[config.mk]
export PLATFORM = sky130hd
export DESIGN_NAME = spi_read_buffer
export DESIGN_NICKNAME = d
export VERILOG_FILES = /design/src/rtl/spi_load_pkg.sv /design/src/rtl/sync_fifo_fwft.sv /design/src/rtl/spi_read_buffer.sv
export SDC_FILE = /design/constraint.sdc
export NUM_CORES = 1
export LEC_CHECK = 0
export BUFFER_PORTS_ARGS = -buffer_cell sky130_fd_sc_hd__buf_2
export CORE_ASPECT_RATIO = 2
export CORE_MARGIN = 2
export CORE_UTILIZATION = 65
export CTS_CLUSTER_DIAMETER = 40
export DETAILED_ROUTE_END_ITERATION = 12
export PLACE_DENSITY_LB_ADDON = 0.12
export SYNTH_ARGS = -nofsm -noshare
export SYNTH_HDL_FRONTEND = slang
export SYNTH_SLANG_ARGS = --single-unit
export TNS_END_PERCENT = 100
[constraint.sdc]
create_clock -name clk -period 8.6 [get_ports clk]
set_clock_uncertainty 0.2 [all_clocks]
set_input_delay 0.86 -clock clk [delete_from_list [all_inputs] [get_ports clk]]
set_output_delay 0.86 -clock clk [all_outputs]
set_load 0.02 [all_outputs]
[src/rtl/spi_load_pkg.sv]
// Shared definitions for the SPI program-load path.
//  - Default data and counter widths.
//  - 3-bit state encoding for the read-buffer FSM, kept as plain localparams so
//    older tooling and waveform decoders see stable numeric values.
//  - Helper that says whether a state may accept a new word from the stream.
package spi_load_pkg;

    localparam int DATA_W_DEF = 32;
    localparam int CNT_W_DEF  = 16;

    localparam logic [2:0] ST_IDLE   = 3'd0;
    localparam logic [2:0] ST_FILL   = 3'd1;
    localparam logic [2:0] ST_STREAM = 3'd2;
    localparam logic [2:0] ST_DRAIN  = 3'd3;
    localparam logic [2:0] ST_DONE   = 3'd4;

    function automatic logic state_accepts(input logic [2:0] st);
        return (st == ST_IDLE) || (st == ST_FILL) || (st == ST_STREAM);
    endfunction

endpackage

[src/rtl/sync_fifo_fwft.sv]
// First-word-fall-through synchronous FIFO.
//  clk    : clock, all state on posedge
//  flush  : synchronous flush (pointers and level to 0)
//  push   : write wdata at the tail (caller guarantees space or a same-cycle pop)
//  wdata  : entry to write
//  pop    : drop the head entry (caller guarantees level != 0)
//  rdata  : head entry, combinational; reads 0 while empty
//  level  : current occupancy, 0..DEPTH
module sync_fifo_fwft
    import spi_load_pkg::*;
#(
    parameter int W     = DATA_W_DEF + 1,
    parameter int DEPTH = 16
) (
    input  logic                       clk,
    input  logic                       flush,
    input  logic                       push,
    input  logic [W-1:0]               wdata,
    input  logic                       pop,
    output logic [W-1:0]               rdata,
    output logic [$clog2(DEPTH):0]     level
);

    localparam int PTR_W = $clog2(DEPTH);

    logic [W-1:0]     mem [DEPTH];
    logic [PTR_W-1:0] wr_ptr;
    logic [PTR_W-1:0] rd_ptr;

    // Contents need no reset: the head is masked to 0 whenever level is 0.
    // When full, push and pop target the same slot; the head is read
    // combinationally before the edge, so the old word leaves as the new
    // one becomes the tail.
    always_ff @(posedge clk) begin
        if (push && !flush) begin
            mem[wr_ptr] <= wdata;
        end
    end

    // DEPTH is a power of two, so the pointers wrap on their own.
    always_ff @(posedge clk) begin
        if (flush) begin
            wr_ptr <= '0;
            rd_ptr <= '0;
            level  <= '0;
        end else begin
            if (push) wr_ptr <= wr_ptr + PTR_W'(1);
            if (pop)  rd_ptr <= rd_ptr + PTR_W'(1);
            case ({push, pop})
                2'b10:   level <= level + 1'b1;
                2'b01:   level <= level - 1'b1;
                default: level <= level;
            endcase
        end
    end

    assign rdata = (level == '0) ? '0 : mem[rd_ptr];

endmodule

[src/rtl/spi_read_buffer.sv]
// Read buffer between the DMA AXI-Stream source and the SPI loader.
//  clk, rst, clear      : clock, sync active-high reset, sync soft clear (same effect)
//  s_axis_tdata/tvalid/tlast/tready : slave AXI-Stream input of program words
//  spi_data, last_o     : head word and its last flag, combinational, 0 when empty
//  rb_ready             : one-cycle pop strobe from the loader
//  primed               : enough words buffered for the loader to stream
//  level                : current occupancy
//  words_popped         : words consumed by the loader (wraps)
//  underflow            : sticky, pop strobe seen while empty
//  done                 : the tlast word has been popped
//  state                : FSM state (ST_* encoding from spi_load_pkg) for debug
//
// Handshake: a word moves on s_axis when tvalid && tready on a rising edge;
// tready does not depend on tvalid. A pop happens when rb_ready is high and
// the FIFO holds at least one word; rb_ready while empty only flags underflow.
module spi_read_buffer
    import spi_load_pkg::*;
#(
    parameter int DATA_W  = DATA_W_DEF,
    parameter int DEPTH   = 16,
    parameter int PREFILL = 8,
    parameter int CNT_W   = CNT_W_DEF
) (
    input  logic                    clk,
    input  logic                    rst,
    input  logic                    clear,
    input  logic [DATA_W-1:0]       s_axis_tdata,
    input  logic                    s_axis_tvalid,
    input  logic                    s_axis_tlast,
    output logic                    s_axis_tready,
    output logic [DATA_W-1:0]       spi_data,
    output logic                    last_o,
    input  logic                    rb_ready,
    output logic                    primed,
    output logic [$clog2(DEPTH):0]  level,
    output logic [CNT_W-1:0]        words_popped,
    output logic                    underflow,
    output logic                    done,
    output logic [2:0]              state
);

    localparam int LVL_W = $clog2(DEPTH) + 1;
    localparam logic [LVL_W-1:0] DEPTH_L   = LVL_W'(DEPTH);
    localparam logic [LVL_W-1:0] PREFILL_L = LVL_W'(PREFILL);

    logic              flush;
    logic              push;
    logic              pop;
    logic [DATA_W:0]   head;
    logic              last_seen;
    logic              last_seen_nxt;
    logic [LVL_W-1:0]  level_nxt;
    logic [2:0]        state_nxt;

    assign flush = rst | clear;

    sync_fifo_fwft #(
        .W     (DATA_W + 1),
        .DEPTH (DEPTH)
    ) u_fifo (
        .clk   (clk),
        .flush (flush),
        .push  (push),
        .wdata ({s_axis_tlast, s_axis_tdata}),
        .pop   (pop),
        .rdata (head),
        .level (level)
    );

    assign spi_data = head[DATA_W-1:0];
    assign last_o   = head[DATA_W];

    assign pop = rb_ready && (level != '0);

    // last_seen closes the input for the one STREAM cycle that follows a
    // tlast accepted in FILL, so a second tlast can never get in.
    assign s_axis_tready = ((level != DEPTH_L) || pop) && state_accepts(state) && !last_seen;
    assign push          = s_axis_tvalid && s_axis_tready;
    assign last_seen_nxt = last_seen | (push & s_axis_tlast);

    always_comb begin
        level_nxt = level;
        case ({push, pop})
            2'b10:   level_nxt = level + 1'b1;
            2'b01:   level_nxt = level - 1'b1;
            default: level_nxt = level;
        endcase
    end

    // Popping the tlast word ends the program from any active state; this also
    // covers short programs whose last word leaves before DRAIN is reached.
    always_comb begin
        state_nxt = state;
        case (state)
            ST_IDLE: begin
                if (push) state_nxt = ST_FILL;
            end
            ST_FILL: begin
                if (pop && last_o)
                    state_nxt = ST_DONE;
                else if ((level_nxt >= PREFILL_L) || last_seen_nxt)
                    state_nxt = ST_STREAM;
            end
            ST_STREAM: begin
                if (pop && last_o)
                    state_nxt = ST_DONE;
                else if (last_seen_nxt)
                    state_nxt = ST_DRAIN;
            end
            ST_DRAIN: begin
                if (pop && last_o) state_nxt = ST_DONE;
            end
            ST_DONE: state_nxt = ST_DONE;
            default: state_nxt = ST_IDLE;
        endcase
    end

    always_ff @(posedge clk) begin
        if (flush) begin
            state        <= ST_IDLE;
            last_seen    <= 1'b0;
            words_popped <= '0;
            underflow    <= 1'b0;
        end else begin
            state     <= state_nxt;
            last_seen <= last_seen_nxt;
            if (pop) words_popped <= words_popped + 1'b1;
            if (rb_ready && (level == '0)) underflow <= 1'b1;
        end
    end

    assign primed = (state == ST_STREAM) || (state == ST_DRAIN);
    assign done   = (state == ST_DONE);

endmodule

==> results.sh, run 1 <==
export IMPL_cts_root_buffer="clkbuf_16"
export IMPL_ys_seq_area_share_pct=75.6
export IMPL_drc=0
export IMPL_first_global_vias=10729
export IMPL_num_io_pins=99
export IMPL_grt_max_degree=90
export IMPL_yosys_warnings=0
export IMPL_drive_gt1_share_pct=32.3
export IMPL_slew_headroom_pct=29.8
export IMPL_cpPeakStageDelay_ns=1.03
export IMPL_cts_tree="built"
export IMPL_synth_area_sq_um=22000
export IMPL_rows=95
export IMPL_hold_violations=0
export IMPL_fin_setup_tns_ns=0
export IMPL_worstSetupPathType="reg2out"
export IMPL_synth_most_common_cell="edfxtp_1"
export IMPL_netlist_top_cells_count="edfxtp_1, mux4_2, nor2_1, dfxtp_1, nor2b_1"
export IMPL_worst_ep_arrival_time_ns=3.77
export IMPL_gp_congestion=0.772
export IMPL_die_h_microns=264
export IMPL_slew_viol_final=0
export IMPL_clk_latency_ns=0.55
export IMPL_ant_nets=0
export IMPL_clockBufferDepth=3
export IMPL_grtUsageTotal_pct=26.5
export IMPL_rsz0062_at_grt="no"
export IMPL_startpoint_type="flip-flop"
export IMPL_io_buffers=98
export IMPL_path_common_cell="mux4_2"
export IMPL_netlist_area_leader_share_pct=72.2
export IMPL_start_util_pct=65.8
export IMPL_crit_chain="buf_4, mux4_2, mux4_2, nor2b_1, buf_2"
export IMPL_routed_wl_microns=45100
export IMPL_dieArea_sq_um=35400
export IMPL_synth_seq_cells=566
export IMPL_final_cells=1591
export IMPL_cts_resized=0
export IMPL_diodes=0
export IMPL_antenna_found_initial=0
export IMPL_cts_max_level=2
export IMPL_clock_sinks=566
export IMPL_die_w_microns=134
export IMPL_worstMarginPinSlew_ns=1.05
export IMPL_synth_top_flop_cell="edfxtp_1"
export IMPL_post_cts_setup_buffers=0
export IMPL_grt_pass1_wl_microns=66900
export IMPL_cts_hold_buf=0
export IMPL_vias_per_cell=6.49
export IMPL_hold_class="reg2reg"
export IMPL_yosysUniqueCellTypes=44
export IMPL_hpwlAfterDp_microns=23000
export IMPL_powerDensity_nw_per_um2=215
export IMPL_cts_inserted_buffers=47
export IMPL_avgSynthCellArea_sq_um=22.0
export IMPL_drt_initial_drc_count=904
export IMPL_wl_per_cell_microns=28.4
export IMPL_critical_path_endpoint_type="output pin"
export IMPL_p_leak_uw=0.00770
export IMPL_vias=10320
export IMPL_drt_pass1_iterations=5
export IMPL_yosys_top_cells_area="edfxtp_1, mux4_2, dfxtp_1"
export IMPL_synth_edf_count=528
export IMPL_syn_nets=1046
export IMPL_cp_required_ns=7.54
export IMPL_finalCritPeriodShare_pct=56.1
export IMPL_finalNetCount=1169
export IMPL_worst_path_max_fanout=71
export IMPL_finalCriticalPeriod_ns=4.83
export IMPL_status="finished, final reports clean"
export IMPL_synth_async_reset_ratio_pct=0
export IMPL_dp_cells=1507
export IMPL_critical_path_top_delay_family="flip-flops"
export IMPL_grt_overflow_total=0
export IMPL_area_delta_synth_final_pct=11.5
export IMPL_worst_path_buf_inv=2
export IMPL_syn_inst=997
export IMPL_crit_slowest_cell="dfxtp_4"
export IMPL_synth_top_area_cell="edfxtp_1"
export IMPL_max_freq_mhz=207
export IMPL_setup_viol=0
export IMPL_cap_violations=0
export IMPL_core_area_sq_um=33400
export IMPL_clk_pin_slew_worst_paths_ns=0.06
export IMPL_ir_drop_mv=0.285
[cell families after synthesis]
kind of cell / after synthesis / synth area share [%]
xor+xnor: 24 / 0.957
compound gates: 26 / 0.906
buf+inv: 59 / 1.37
mux: 174 / 17.2
flops: 566 / 75.6
fa+ha+maj: 11 / 0.661
simple gates: 137 / 3.30
[power breakdown]
part           switching [uW]  internal, uW
Clock                     932          1120
Combinational             115          67.1
Sequential               9.67          3010
[final timing paths]
kind	startpoint	endpoint	slack, ns	depth (start not counted)
min reg2reg	underflow	underflow	0.29	2
max	flip-flop	spi_data[21]	3.77	5
max reg2reg	u_fifo.level[4]	u_fifo.mem[4][5]	4.93	5
min	underflow	underflow	0.29	2
[cell type report]
cell class,count,area (sq um)
flip-flops and latches,566,16600
repair buffers,122,683
fillers,1965,8910
clock inverters,26,220
inverters,11,41.3
clock buffers,58,1240
well taps,436,546
multi-input cells,372,5130
[metrics by stage]
stage	power [uW]	worst slack, ns	util [%]	hold slack [ns]	instance area, sq um
after floorplan	3190	3.91	-	0.285	22000
after global placement	3260	4.31	68.9	0.267	23000
after detailed placement	3270	4.33	68.9	0.280	23000
after CTS	5290	3.71	73.3	0.296	24500
after global routing	5390	3.58	73.3	0.346	24500
final	5260	3.77	73.3	0.294	24500
[worst register-to-register path: cells and delay by family, from the launching register on]
kind	cells	cell delay (ns)
and+or+nand+nor	3	1.38
DFF	1	0.39
AOI/OAI and AO/OA	1	0.67
buffers and inverters	1	0.63
[cell usage in the layout (no fill, tap or decap), drive strengths merged, types with 2 or more instances in the layout]
master,instances
edfxtp,528
mux4,162
buf,122
clkbuf,58
nor2,45
dfxtp,38
nor2b,35
clkinv,20
xor2,18
inv,13
mux2i,12
nand2,11
ha,10
nor3,9
nand3,8
nand4,8
a21oi,8
xnor2,6
and2,6
a211oi,4
nor4,4
nor3b,3
and4,3
bufinv,3
a21o,2
o21a,2
a31oi,2
a2111oi,2
or2,2
[layer usage]
layer	part of all wire (%)	track usage [%]	vias up
met3	5.7	2.97	78
met1	37	36.2	5461
met5	0	0	-
met2	54	45.3	410
met4	2.9	8.88	0
li1	-	-	4371
[state kept, by name (all words and copies together), names as in the netlist, named ones only]
signal / cells
u_fifo.mem: 528
u_fifo.level: 5
state: 3
words_popped: 16
u_fifo.wr_ptr: 4
last_seen: 1
u_fifo.rd_ptr: 4
underflow: 1
(Power assumes the default switching activity.)
==> run 2, diff against run 1 <==
Settings changed: ABC_AREA set to 1, CORE_UTILIZATION 65 to 61.
Clock period 8.6 ns to 5.1 ns, I/O delays scaled along.
==> run 2 against run 1 <==
Compared with the run above:
- count of clock-buffer cells in the layout increased by 3
- register-to-register slack got worse by 3.3 ns
- power increased by 76%
- sequential share of layout area decreased by 0.90 points
- highest routed layer is now met5
- largest power group unchanged
- via count increased by 42%
- setup slack got worse by 2.9 ns
- hold slack got worse by 0.26 ns
- clock power increased by 69%
- die area increased by 8.5%
- critical path depth increased by 2
==> results.sh, run 2 <==
export IMPL_finalCriticalPeriod_ns=4.25
export IMPL_gp_congestion=0.786
export IMPL_synth_seq_cells=566
export IMPL_grt_max_degree=169
export IMPL_yosys_top_cells_area="edfxtp_1, nor2_1, o21ai_0"
export IMPL_powerDensity_nw_per_um2=372
export IMPL_whs_path_depth=3
export IMPL_start_util_pct=61.8
export IMPL_avgSynthCellArea_sq_um=12.9
export IMPL_slew_headroom_pct=16.5
export IMPL_synth_top_flop_cell="edfxtp_1"
export IMPL_cp_required_ns=4.39
export IMPL_worst_ep_arrival_time_ns=3.54
export IMPL_cap_violations=0
export IMPL_utilization_pct=68.4
export IMPL_slew_viol_final=0
export IMPL_holdPathEnd="underflow"
export IMPL_grtUsageTotal_pct=28.0
export IMPL_startpoint_type="flip-flop"
export IMPL_cts_hold_buf=0
export IMPL_netlist_area_leader_share_pct=70.7
export IMPL_worst_path_max_fanout=168
export IMPL_cts_resized=0
export IMPL_clk_latency_ns=0.56
export IMPL_drc=0
export IMPL_vias=14636
export IMPL_cts_root_buffer="clkbuf_16"
export IMPL_ir_drop_mv=0.317
export IMPL_yosysUniqueCellTypes=33
export IMPL_post_cts_setup_buffers=0
export IMPL_ant_nets=0
export IMPL_synth_edf_count=528
export IMPL_vias_per_cell=6.36
export IMPL_fin_area_sq_um=24800
export IMPL_hold_class="in2reg"
export IMPL_syn_inst=1743
export IMPL_rsz0062_at_grt="no"
export IMPL_yosys_warnings=0
export IMPL_worstHoldStart="rb_ready"
export IMPL_layout_common_cells="edfxtp_1, nor2_1, o21ai_0, o221ai_1, buf_2"
export IMPL_grt_overflow_total=0
export IMPL_core_area_sq_um=36300
export IMPL_reg_largest_list="u_fifo.mem (528), words_popped (16), u_fifo.level (5)"
export IMPL_critical_path_endpoint_type="output pin"
export IMPL_clockBufferDepth=3
export IMPL_met1_length_microns=20300
export IMPL_ys_seq_area_share_pct=74.1
export IMPL_largest_register_ffs=528
export IMPL_synth_most_common_cell="edfxtp_1"
export IMPL_dpl_cell_area_sq_um=23400
export IMPL_synth_top_area_cell="edfxtp_1"
export IMPL_antenna_found_initial=2
export IMPL_setup_viol=0
export IMPL_clock_sinks=566
export IMPL_cts_tree="built"
export IMPL_cts_max_level=2
export IMPL_reg2reg_depth=15
export IMPL_max_freq_mhz=235
export IMPL_cts_inserted_buffers=48
export IMPL_wl_per_cell_microns=23.5
export IMPL_rows=99
export IMPL_netlist_top_cells_count="edfxtp_1, nor2_1, o21ai_0, o221ai_1, nand3_1"
export IMPL_syn_nets=1792
export IMPL_dieArea_sq_um=38400
export IMPL_drt_pass1_iterations=6
export IMPL_dr_wl_met2_microns=28500
export IMPL_routed_wl_microns=54100
export IMPL_synth_async_reset_ratio_pct=0
export IMPL_grt_pass1_wl_microns=81900
export IMPL_top_register="u_fifo.mem"
export IMPL_r2r_slack_ns=1.58
export IMPL_num_io_pins=99
export IMPL_finalCritPeriodShare_pct=83.3
export IMPL_status="finished, final reports clean"
export IMPL_die_h_microns=275
export IMPL_worstSetupPathType="reg2out"
export IMPL_first_global_vias=14521
export IMPL_routed_top_layer="met5"
export IMPL_met3WireLength_microns=3420
export IMPL_die_w_microns=140
export IMPL_io_buffers=98
export IMPL_fin_setup_tns_ns=0
export IMPL_worstMarginPinSlew_ns=1.25
export IMPL_clk_pin_slew_worst_paths_ns=0.07
export IMPL_rr_endpoint="state[0]"
export IMPL_hpwlAfterDp_microns=29100
export IMPL_synth_area_sq_um=22400
export IMPL_finalNetCount=1860
export IMPL_drive_gt1_share_pct=12.6
export IMPL_final_common_cell="edfxtp_1"
export IMPL_drt_initial_drc_count=1406
export IMPL_diodes=0
export IMPL_p_leak_uw=0.00835
export IMPL_area_delta_synth_final_pct=10.7
export IMPL_hold_violations=0
## run 2: cell count changes after synthesis, moves of 22 or more
cell | previous run | this run
o21ai_0 | 0 | 214
o221ai_1 | 0 | 102
clkbuf_1 | 24 | 65
a21oi_1 | 7 | 55
nand2_1 | 11 | 72
nor2b_1 | 35 | 0
o22ai_1 | 1 | 26
nor2_1 | 45 | 341
buf_2 | 10 | 32
nand3_1 | 8 | 81
mux4_2 | 162 | 0
o21ai_1 | 1 | 75
inv_1 | 10 | 51
## run 2: cells by family (layout without fill, tap and decap cells)
family / Yosys count / after routing / synth area share [%]
flip-flops: 566 / 566 / 74.1
AND/OR/NAND/NOR: 509 / 509 / 9.18
AO/OA/AOI/OAI: 477 / 477 / 12.6
buffers and inverters: 174 / 278 / 3.23
adder cells (fa/ha/maj): 11 / 11 / 0.648
XOR/XNOR: 6 / 6 / 0.234
## run 2: power breakdown
| group | leakage [uW] | total [uW] | switching [uW] | internal (uW) |
|---|---|---|---|---|
| Sequential | 0.00506 | 5120 | 31.2 | 5090 |
| Clock | 0.000713 | 3460 | 1590 | 1870 |
| Combinational | 0.00258 | 650 | 473 | 178 |
| Total | 0.00835 | 9230 | 2100 | 7130 |
## run 2: worst max-delay path, stage by stage (launching register included)
cell	delay, ns
dfxtp_4	0.57
inv_6	0.98
buf_4	0.42
o21ai_0	0.14
o221ai_1	0.19
nand3_1	0.09
a21oi_1	0.28
buf_2	0.23
## run 2: stage by stage
step	setup slack [ns]	cells	hold WS (ns)	total power [uW]
global placement	1.46	2215	0.249	5850
floorplan	1.87	1743	0.236	5620
CTS	0.873	2301	0.00917	9260
detailed placement	1.46	2215	0.255	5870
finish	0.851	2301	0.0293	9230
global route	0.623	2301	0.0854	9490
## run 2: layer usage
metal | global-route usage (%) | up-vias
met5 | 0 | -
met4 | 10.3 | 4
met3 | 3.59 | 132
met2 | 51.3 | 616
met1 | 34.0 | 7279
li1 | - | 6605
## run 2: cell type report
cell class | instances | area (sq um)
multi-input combinational | 1003 | 5190
timing repair buffer | 133 | 753
clock buffer | 61 | 1270
inverter | 59 | 228
clock inverter | 25 | 174
tap | 454 | 568
sequential | 566 | 16600
fill | 2534 | 11500
## run 2: worst max-delay path by stage
stage,start,cells past startpoint,endpoint
floorplan,u_fifo.level[0],7,u_fifo.mem[11][0]
global placement,flip-flop,9,spi_data[4]
detailed placement,flip-flop,7,spi_data[5]
CTS,flip-flop,7,spi_data[7]
global route,flip-flop,9,spi_data[4]
finish,flip-flop,7,spi_data[19]
==> run 3, diff against run 2 <==
Settings changed: CORE_UTILIZATION 61 to 55.
Clock period 5.1 ns to 3.9 ns, I/O delays scaled along.
==> run 3 against run 2 <==
Compared with the run above:
- critical endpoint is now spi_data[4]
- critical path depth is 1 higher
- flip-flop and latch count stayed put
- register-to-register slack got worse by 0.84 ns
==> results.sh, run 3 (same netlist as run 2, synthesis figures left out) <==
export IMPL_status="finished, final reports clean"
export IMPL_ir_drop_mv=0.530
export IMPL_finalNetCount=1901
export IMPL_io_buffers=98
export IMPL_start_util_pct=55.7
export IMPL_dp_cells=2300
export IMPL_wl_per_cell_microns=22.7
export IMPL_slew_headroom_pct=33.2
export IMPL_worstSetupPathType="reg2out"
export IMPL_hold_class="in2reg"
export IMPL_hold_violations=0
export IMPL_cts_tree="built"
export IMPL_grt_max_degree=197
export IMPL_vias=14731
export IMPL_clock_sinks=566
export IMPL_vias_per_cell=6.09
export IMPL_clk_pin_slew_worst_paths_ns=0.07
export IMPL_diodes=0
export IMPL_hold_ws_ns=0.00734
export IMPL_worst_path_max_fanout=196
export IMPL_cts_max_level=2
export IMPL_dieArea_sq_um=42500
export IMPL_cts_inserted_buffers=48
export IMPL_cap_violations=0
export IMPL_clk_latency_ns=0.56
export IMPL_finalCritPeriodShare_pct=86.7
export IMPL_rsz0062_at_grt="no"
export IMPL_grtUsageTotal_pct=25.8
export IMPL_setup_viol=0
export IMPL_powerDensity_nw_per_um2=484
export IMPL_cp_required_ns=3.31
export IMPL_fin_setup_tns_ns=0
export IMPL_die_h_microns=289
export IMPL_p_leak_uw=0.00862
export IMPL_startpoint_type="flip-flop"
export IMPL_antenna_found_initial=0
export IMPL_critical_path_endpoint_type="output pin"
export IMPL_rows=104
export IMPL_reg_largest_list="u_fifo.mem (528), words_popped (16), u_fifo.level (5)"
export IMPL_cts_root_buffer="clkbuf_16"
export IMPL_largest_register_ffs=528
export IMPL_grt_overflow_total=0
export IMPL_drive_gt1_share_pct=13.0
export IMPL_layout_common_cells="edfxtp_1, nor2_1, o21ai_0, o221ai_1, buf_2"
export IMPL_drt_initial_drc_count=1331
export IMPL_clockBufferDepth=3
export IMPL_routed_wl_microns=54800
export IMPL_num_io_pins=99
export IMPL_core_area_sq_um=40200
export IMPL_grt_pass1_wl_microns=83500
export IMPL_worstMarginPinSlew_ns=1.00
export IMPL_drt_pass1_iterations=8
export IMPL_drc=0
export IMPL_final_common_cell="edfxtp_1"
export IMPL_max_freq_mhz=296
export IMPL_post_cts_setup_buffers=0
export IMPL_area_delta_synth_final_pct=14.1
export IMPL_worst_ep_arrival_time_ns=2.79
export IMPL_first_global_vias=14967
export IMPL_ant_nets=0
export IMPL_slew_viol_final=0
export IMPL_top_register="u_fifo.mem"
export IMPL_hpwlAfterDp_microns=28600
export IMPL_final_cells=2417
export IMPL_finalCriticalPeriod_ns=3.38
export IMPL_die_w_microns=147
export IMPL_r2r_slack_ns=0.74
export IMPL_gp_congestion=0.762
[run 3: report_power, final]
| part | switching, uW | internal (uW) |
|---|---|---|
| logic | 654 | 263 |
| registers | 22.7 | 6650 |
| clock network | 2070 | 2700 |
| total | 2750 | 9620 |
[run 3: critical path, cell delays in order, from the launching register on]
cell and delay (ns):
dfxtp_4 0.39, buf_12 0.50, o21ai_0 0.22, o22ai_1 0.19
nor2_1 0.05, nor2_1 0.15, o21ai_1 0.09, a21oi_1 0.20
buf_2 0.21
[run 3: routing by layer]
layer	part of all wire (%)	GRT usage, %	vias up	wire length, microns
met1	39	31.8	7388	21400
met2	52	45.9	514	28200
met5	0	0	-	0
li1	-	-	6689	-
met3	5.5	3.29	140	2990
met4	3.9	11.3	0	2160
[run 3: final timing paths]
path                          from                 to  depth (start not counted)
setup / recovery         flip-flop        spi_data[4]                          8
hold / removal    s_axis_tdata[18]  u_fifo.mem[6][18]                          1
setup reg to reg   u_fifo.level[1]           state[0]                         18
hold reg to reg   words_popped[15]   words_popped[15]                          2
[run 3: what timing repair did]
action / in CTS / in global routing
hold endpoints to repair: 404 / 0
hold buffers: 32 / 0
gates resized for setup: 0 / 0
[run 3: cell type report]
cell class,count,area [sq um]
well taps,530,663
fillers,2974,14600
flip-flops and latches,566,16600
repair buffers,174,1290
clock buffers,62,1310
multi-input cells,1003,5190
inverters,59,228
clock inverters,23,263
[run 3: stage by stage]
| stage | setup slack, ns | area [sq um] | total power, uW | utilization, % |
|---|---|---|---|---|
| detailed placement | 0.785 | 23700 | 7700 | 58.9 |
| global placement | 0.869 | 23700 | 7680 | 58.9 |
| finish | 0.520 | 25600 | 12400 | 63.6 |
| CTS | 0.526 | 25600 | 12400 | 63.6 |
| floorplan | 0.669 | 22400 | 7350 | - |
| global route | 0.319 | 25600 | 12700 | 63.6 |
